<file path="src/rtl/max_switch_monitor.sv">
// -----------------------------------------------------------------------------
// max_switch_monitor
//
// Windowed monitor for the 1-bit worst-case-switching flag produced by the
// 8-bit max-switching detector. Flagged cycles are counted over windows of
// WINDOW enabled cycles. When a window collects at least THRESH events, a
// registered alarm is raised for HOLD cycles. A saturating lifetime event
// count feeds the power/noise telemetry path.
//
// Parameters:
//   WINDOW  window length in enabled (en=1) cycles, legal 2..256
//   THRESH  events per window that raise the alarm, legal 1..255
//   HOLD    cycles the alarm stays high, legal 1..256
//
// Ports:
//   clk            sole clock, rising edge
//   reset          synchronous, active-high
//   en             qualifies the current cycle for window counting
//   max_switching  worst-case-switching flag, valid every cycle
//   clear          synchronous soft clear (same effect as reset)
//   alarm          high while the FSM is in ALARM (registered)
//   window_done    one-cycle pulse after each completed window (registered)
//   last_count     event count of the most recently completed window
//   total_count    lifetime accepted events, saturating at 65535
//
// Handshake note: there is no valid/ready flow control here. The flag is
// sampled on every edge; en is the only qualifier, and an event is
// "accepted" only when en=1 while the FSM is in COUNT.
//
// FSM:
//   IDLE  : waiting for the first en; events ignored. The en cycle that
//           leaves IDLE is not itself counted.
//   COUNT : accepted cycles advance the window; en=0 freezes everything.
//   ALARM : counts HOLD cycles regardless of en; events ignored.
//
// The FSM state is kept in the named register `state` (type state_t) so a
// bound checker can observe it directly.
// -----------------------------------------------------------------------------
module max_switch_monitor #(
  parameter int WINDOW = 8,
  parameter int THRESH = 3,
  parameter int HOLD   = 4
) (
  input  logic        clk,
  input  logic        reset,
  input  logic        en,
  input  logic        max_switching,
  input  logic        clear,
  output logic        alarm,
  output logic        window_done,
  output logic [7:0]  last_count,
  output logic [15:0] total_count
);

  typedef enum logic [1:0] {
    S_IDLE  = 2'd0,
    S_COUNT = 2'd1,
    S_ALARM = 2'd2
  } state_t;

  // Parameter-derived constants, sized to the 8-bit counters. WINDOW-1 and
  // HOLD-1 are at most 255 over the legal ranges, so they always fit.
  localparam logic [7:0]  LAST_CYC  = 8'(WINDOW - 1);
  localparam logic [7:0]  THRESH_V  = 8'(THRESH);
  localparam logic [7:0]  HOLD_INIT = 8'(HOLD - 1);
  localparam logic [7:0]  WIN_MAX   = 8'hFF;
  localparam logic [15:0] TOTAL_MAX = 16'hFFFF;

  state_t      state;
  logic [7:0]  cyc_ctr;
  logic [7:0]  win_ctr;
  logic [7:0]  hold_ctr;

  // Window event count including the current cycle's flag. Saturates at
  // 255 so a long window with THRESH near the top cannot wrap back below
  // the threshold. Only consumed in COUNT on accepted cycles.
  logic [7:0]  win_next;
  logic        total_inc;

  always_comb begin
    win_next  = win_ctr;
    total_inc = 1'b0;
    if (max_switching && (win_ctr != WIN_MAX)) begin
      win_next = win_ctr + 8'd1;
    end
    if (max_switching && (total_count != TOTAL_MAX)) begin
      total_inc = 1'b1;
    end
  end

  always_ff @(posedge clk) begin
    if (reset || clear) begin
      // reset has priority over clear, but both return the block to the
      // same all-zero IDLE condition, so a single branch covers both.
      state       <= S_IDLE;
      cyc_ctr     <= 8'd0;
      win_ctr     <= 8'd0;
      hold_ctr    <= 8'd0;
      last_count  <= 8'd0;
      total_count <= 16'd0;
      alarm       <= 1'b0;
      window_done <= 1'b0;
    end else begin
      // window_done is a pulse: low unless this edge ends a window.
      window_done <= 1'b0;

      case (state)
        S_IDLE: begin
          if (en) begin
            state   <= S_COUNT;
            cyc_ctr <= 8'd0;
            win_ctr <= 8'd0;
          end
        end

        S_COUNT: begin
          // en=0 leaves every counter untouched: disabled gaps stretch a
          // window in wall-clock time without shortening it.
          if (en) begin
            if (total_inc) begin
              total_count <= total_count + 16'd1;
            end

            if (cyc_ctr == LAST_CYC) begin
              // Window end: the event on this last cycle still counts.
              last_count  <= win_next;
              window_done <= 1'b1;
              cyc_ctr     <= 8'd0;
              win_ctr     <= 8'd0;
              if (win_next >= THRESH_V) begin
                state    <= S_ALARM;
                alarm    <= 1'b1;
                hold_ctr <= HOLD_INIT;
              end
            end else begin
              cyc_ctr <= cyc_ctr + 8'd1;
              win_ctr <= win_next;
            end
          end
        end

        S_ALARM: begin
          // Hold length is fixed in clock cycles; en and the flag are
          // ignored until the last hold cycle, where en picks the exit.
          if (hold_ctr != 8'd0) begin
            hold_ctr <= hold_ctr - 8'd1;
          end else begin
            alarm <= 1'b0;
            if (en) begin
              state   <= S_COUNT;
              cyc_ctr <= 8'd0;
              win_ctr <= 8'd0;
            end else begin
              state <= S_IDLE;
            end
          end
        end

        default: begin
          state <= S_IDLE;
          alarm <= 1'b0;
        end
      endcase
    end
  end

endmodule

</file>
<file path="config.mk">
export PLATFORM = sky130hd
export DESIGN_NAME = max_switch_monitor
export DESIGN_NICKNAME = d
export VERILOG_FILES = /design/src/rtl/max_switch_monitor.sv
export SDC_FILE = /design/constraint.sdc
export NUM_CORES = 1
export LEC_CHECK = 0
export CORE_MARGIN = 2
export CORE_UTILIZATION = 48
export DETAILED_ROUTE_END_ITERATION = 10
export PLACE_DENSITY = 0.68
export SLEW_MARGIN = 20
export SYNTH_ARGS = -nofsm -noshare
export SYNTH_HDL_FRONTEND = slang
export SYNTH_SLANG_ARGS = --single-unit
</file>
<file path="constraint.sdc">
create_clock -name clk -period 5.49 [get_ports clk]
set_input_delay 1.098 -clock clk [delete_from_list [all_inputs] [get_ports clk]]
set_output_delay 1.098 -clock clk [all_outputs]
set_load 0.05 [all_outputs]
</file>
==> results.cfg <==
[pwr]
p_int_mw = 0.488
clockPowerShare_pct = 35.6
switching_share_pct = 23.1
p_switching_mw = 0.146
power.density_nw_per_um2 = 208
p_seq_share_pct = 59.7
static-leakage-power_nw = 1.02
vdd.ir_drop.worst_uv = 131
comb_power_share_pct = 4.6

[layout]
drive_gt1_share_pct = 7.46
fin_cells = 405
fin_nets = 344
insertedDiodeCount = 0
synthToLayoutAreaGrowth_pct = 15.4

[setup_path]
path_class = input pin to flop
r2r_start = win_ctr[1]
slowest_delay_ns = 0.65
crit_family = compound AO/OA/AOI/OAI gates
cp_max_fo = 9
crit_end = hold_ctr[5]
critPathLaunch = max_switching
r2r_setup_slack_ns = 3.19
reg2regPathDepth = 7
path_cells = clkdlybuf4s50_1, nand4_1, o31ai_1, o311ai_2, nor4_4, a211o_1, a31o_1
arrival_ns = 3.26
cp-end-kind = flop
slowest_stage = clkdlybuf4s50_1
crit_buf_inv = 1
start_kind = input pin
critPathRequiredTime_ns = 5.74
r2r_end = hold_ctr[5]
cp.depth = 7

[drt]
drcViolationCount = 0
num_vias = 2235
wl_per_cell_um = 13.8
avgViaCountPerCell = 5.52
wirelength_um = 5570
first_pass_iters = 4
final_antenna_net_count = 0
drt-initial-drc-count = 142

[global_routing]
grt_pass1_wl_um = 9520
track_usage_pct = 19.0
gr-total-overflow = 0
grt_start_max_net_pins = 42
grt_pass1_vias = 2015
antenna_found_initial = 0

[clock_tree]
htreeDepth = 2
clk_path_buf_depth = 2
cts_tree = done
cts_buffers = 5
clk-insertion-delay-late_ns = 0.30
cts_hold_buf = 0
clock_tree.root_cell = clkbuf_8
cts.sinks = 52
postCtsSetupRepairBufs = 0
path_clk_slew_ns = 0.09
cts-resized-gates = 0

[yosys]
synth_area_sq_um = 2640
ys_seq_area_share_pct = 39.4
syn_nets = 320
syn_avg_cell_area_sq_um = 8.51
synth_seq_cells = 52
synth-edff-count = 0
synthArstFlopShare_pct = 0
ys.flop_type = dfxtp_1
yosys_warnings = 0
synth_cells = 310
synth_cell_types = 55

[timing]
drv_slew = 0
fin_tns_setup_ns = 0
period_needed_ns = 3.02
rsz0062_at_grt = false
finalSetupViolations = 0
setup_slack_ns = 2.47
finClkSkew_ns = 0.00542
hold_viol = 0
tightest_slew_ns = 0.764
max_freq_ghz = 0.332
relSlewSlack_pct = 49.1
final.period_utilization_pct = 54.9

[place]
place_congestion = 0.845
post-place-ws_ns = 2.17
hpwl_um = 3910
place.port_buffers = 30
dp.cells = 397

[run_status]
status = finished clean

[floorplan]
initial_core_util_pct = 50.7
rows = 26
dieArea_sq_um = 6110
core_area_sq_um = 5200
io_pins = 31
die_w_um = 78.1
die_h_um = 78.1

[min_path]
hold_class = flop to flop

[run]
max_cap_viol_count = 0
==> worst min-delay path by stage <==
stage                        startpoint             to  slack [ns]  depth (start not counted)
final                     last_count[3]  last_count[3]        0.46                          2
after global routing      last_count[5]  last_count[5]        0.48                          2
after CTS                 last_count[3]  last_count[3]        0.46                          2
after detailed placement  last_count[5]  last_count[5]        0.45                          2
after global placement    last_count[3]  last_count[3]        0.44                          2
after floorplan             hold_ctr[6]    hold_ctr[6]        0.47                          1
==> cells in the final DEF, fill, tap and decap left out, types with 2 or more instances in the layout <==
master           instances
dfxtp_1                 52
nor3_1                   6
and2_1                   3
nand3b_1                 3
a211oi_1                 5
nor4_1                   2
a31o_1                   6
ha_1                     5
nand3_1                 16
clkdlybuf4s50_1         30
and4_1                   4
inv_1                    9
clkbuf_8                 6
and3_4                   2
xnor2_1                  6
o31ai_1                  5
a22oi_1                  5
nand2_1                 30
o21a_1                   2
nand4_1                 11
nand2b_1                 3
a21o_1                   2
and3_1                   3
clkinv_2                 2
or3_1                    4
or2_1                    2
or2_2                    2
o21ai_0                  8
a21oi_1                 18
xor2_1                  15
nor4_4                   2
nor2_1                  43
==> power groups by stage <==
stage,sequential (mW),clock [mW],combinational [mW]
finish,0.379,0.226,0.0295
global route,0.380,0.250,0.0331
CTS,0.379,0.236,0.0297
detailed placement,0.388,0,0.0294
global placement,0.388,0,0.0293
floorplan,0.388,0,0.0221
==> worst reg2reg max path, stage by stage (launching register included) <==
cell	delay, ns
dfxtp_1	0.45
ha_1	0.32
nand3_1	0.15
o21ai_2	0.31
o221ai_2	0.18
nor4_4	0.29
a211o_1	0.36
a31o_1	0.19
==> per-layer routing <==
layer	up-vias	global-route usage, %	part of all wire (%)
li1	1151	-	-
met1	1037	26.8	52
met2	41	29.1	44
met3	6	4.71	3.5
met4	0	5.26	0.99
met5	-	0	0
==> synth_stat cells, drive strengths merged, types with 6 or more instances <==
master / number / share of area (%)
o31ai: 6 / 1.9
dfxtp: 52 / 39
nand3: 16 / 3.0
nand4: 12 / 3.1
a21oi: 19 / 3.7
xor2: 15 / 5.0
clkbuf: 8 / 1.1
o21ai: 9 / 1.8
nand2: 30 / 4.3
inv: 10 / 1.4
nor3: 7 / 1.5
a31o: 7 / 2.3
nor2: 43 / 6.1
xnor2: 6 / 2.0
==> metrics by stage <==
stage / total power, mW / area, sq um / hold WS (ns) / utilization [%]
2_1_floorplan: 0.410 / 2640 / 0.466 / -
3_3_place_gp: 0.417 / 2950 / 0.444 / 56.7
3_5_place_dp: 0.418 / 2950 / 0.449 / 56.7
4_1_cts: 0.645 / 3050 / 0.465 / 58.5
5_1_grt: 0.663 / 3050 / 0.482 / 58.5
6_report: 0.635 / 3050 / 0.462 / 58.5
==> sequential cells by signal (all words and copies together) (netlist names) <==
register     flops
window_done      1
state            2
hold_ctr         8
win_ctr          8
last_count       8
cyc_ctr          8
alarm            1
total_count     16
==> cell type report <==
cell class | instances | area, sq um
clock inverter | 2 | 10.0
timing repair buffer | 30 | 300
clock buffer | 6 | 82.6
tap | 70 | 87.6
inverter | 10 | 37.5
sequential | 52 | 1040
fill | 515 | 2160
multi-input combinational | 235 | 1490
==> kinds of logic after synthesis <==
group / count (synthesis) / synth area share, %
adder cells (fa/ha/maj): 5 / 2.37
XOR/XNOR: 21 / 6.97
AO/OA/AOI/OAI: 65 / 17.8
multiplexers: 1 / 0.379
buffers and inverters: 23 / 4.22
AND/OR/NAND/NOR: 143 / 28.8
flip-flops: 52 / 39.5
(Power assumes the default switching activity.)
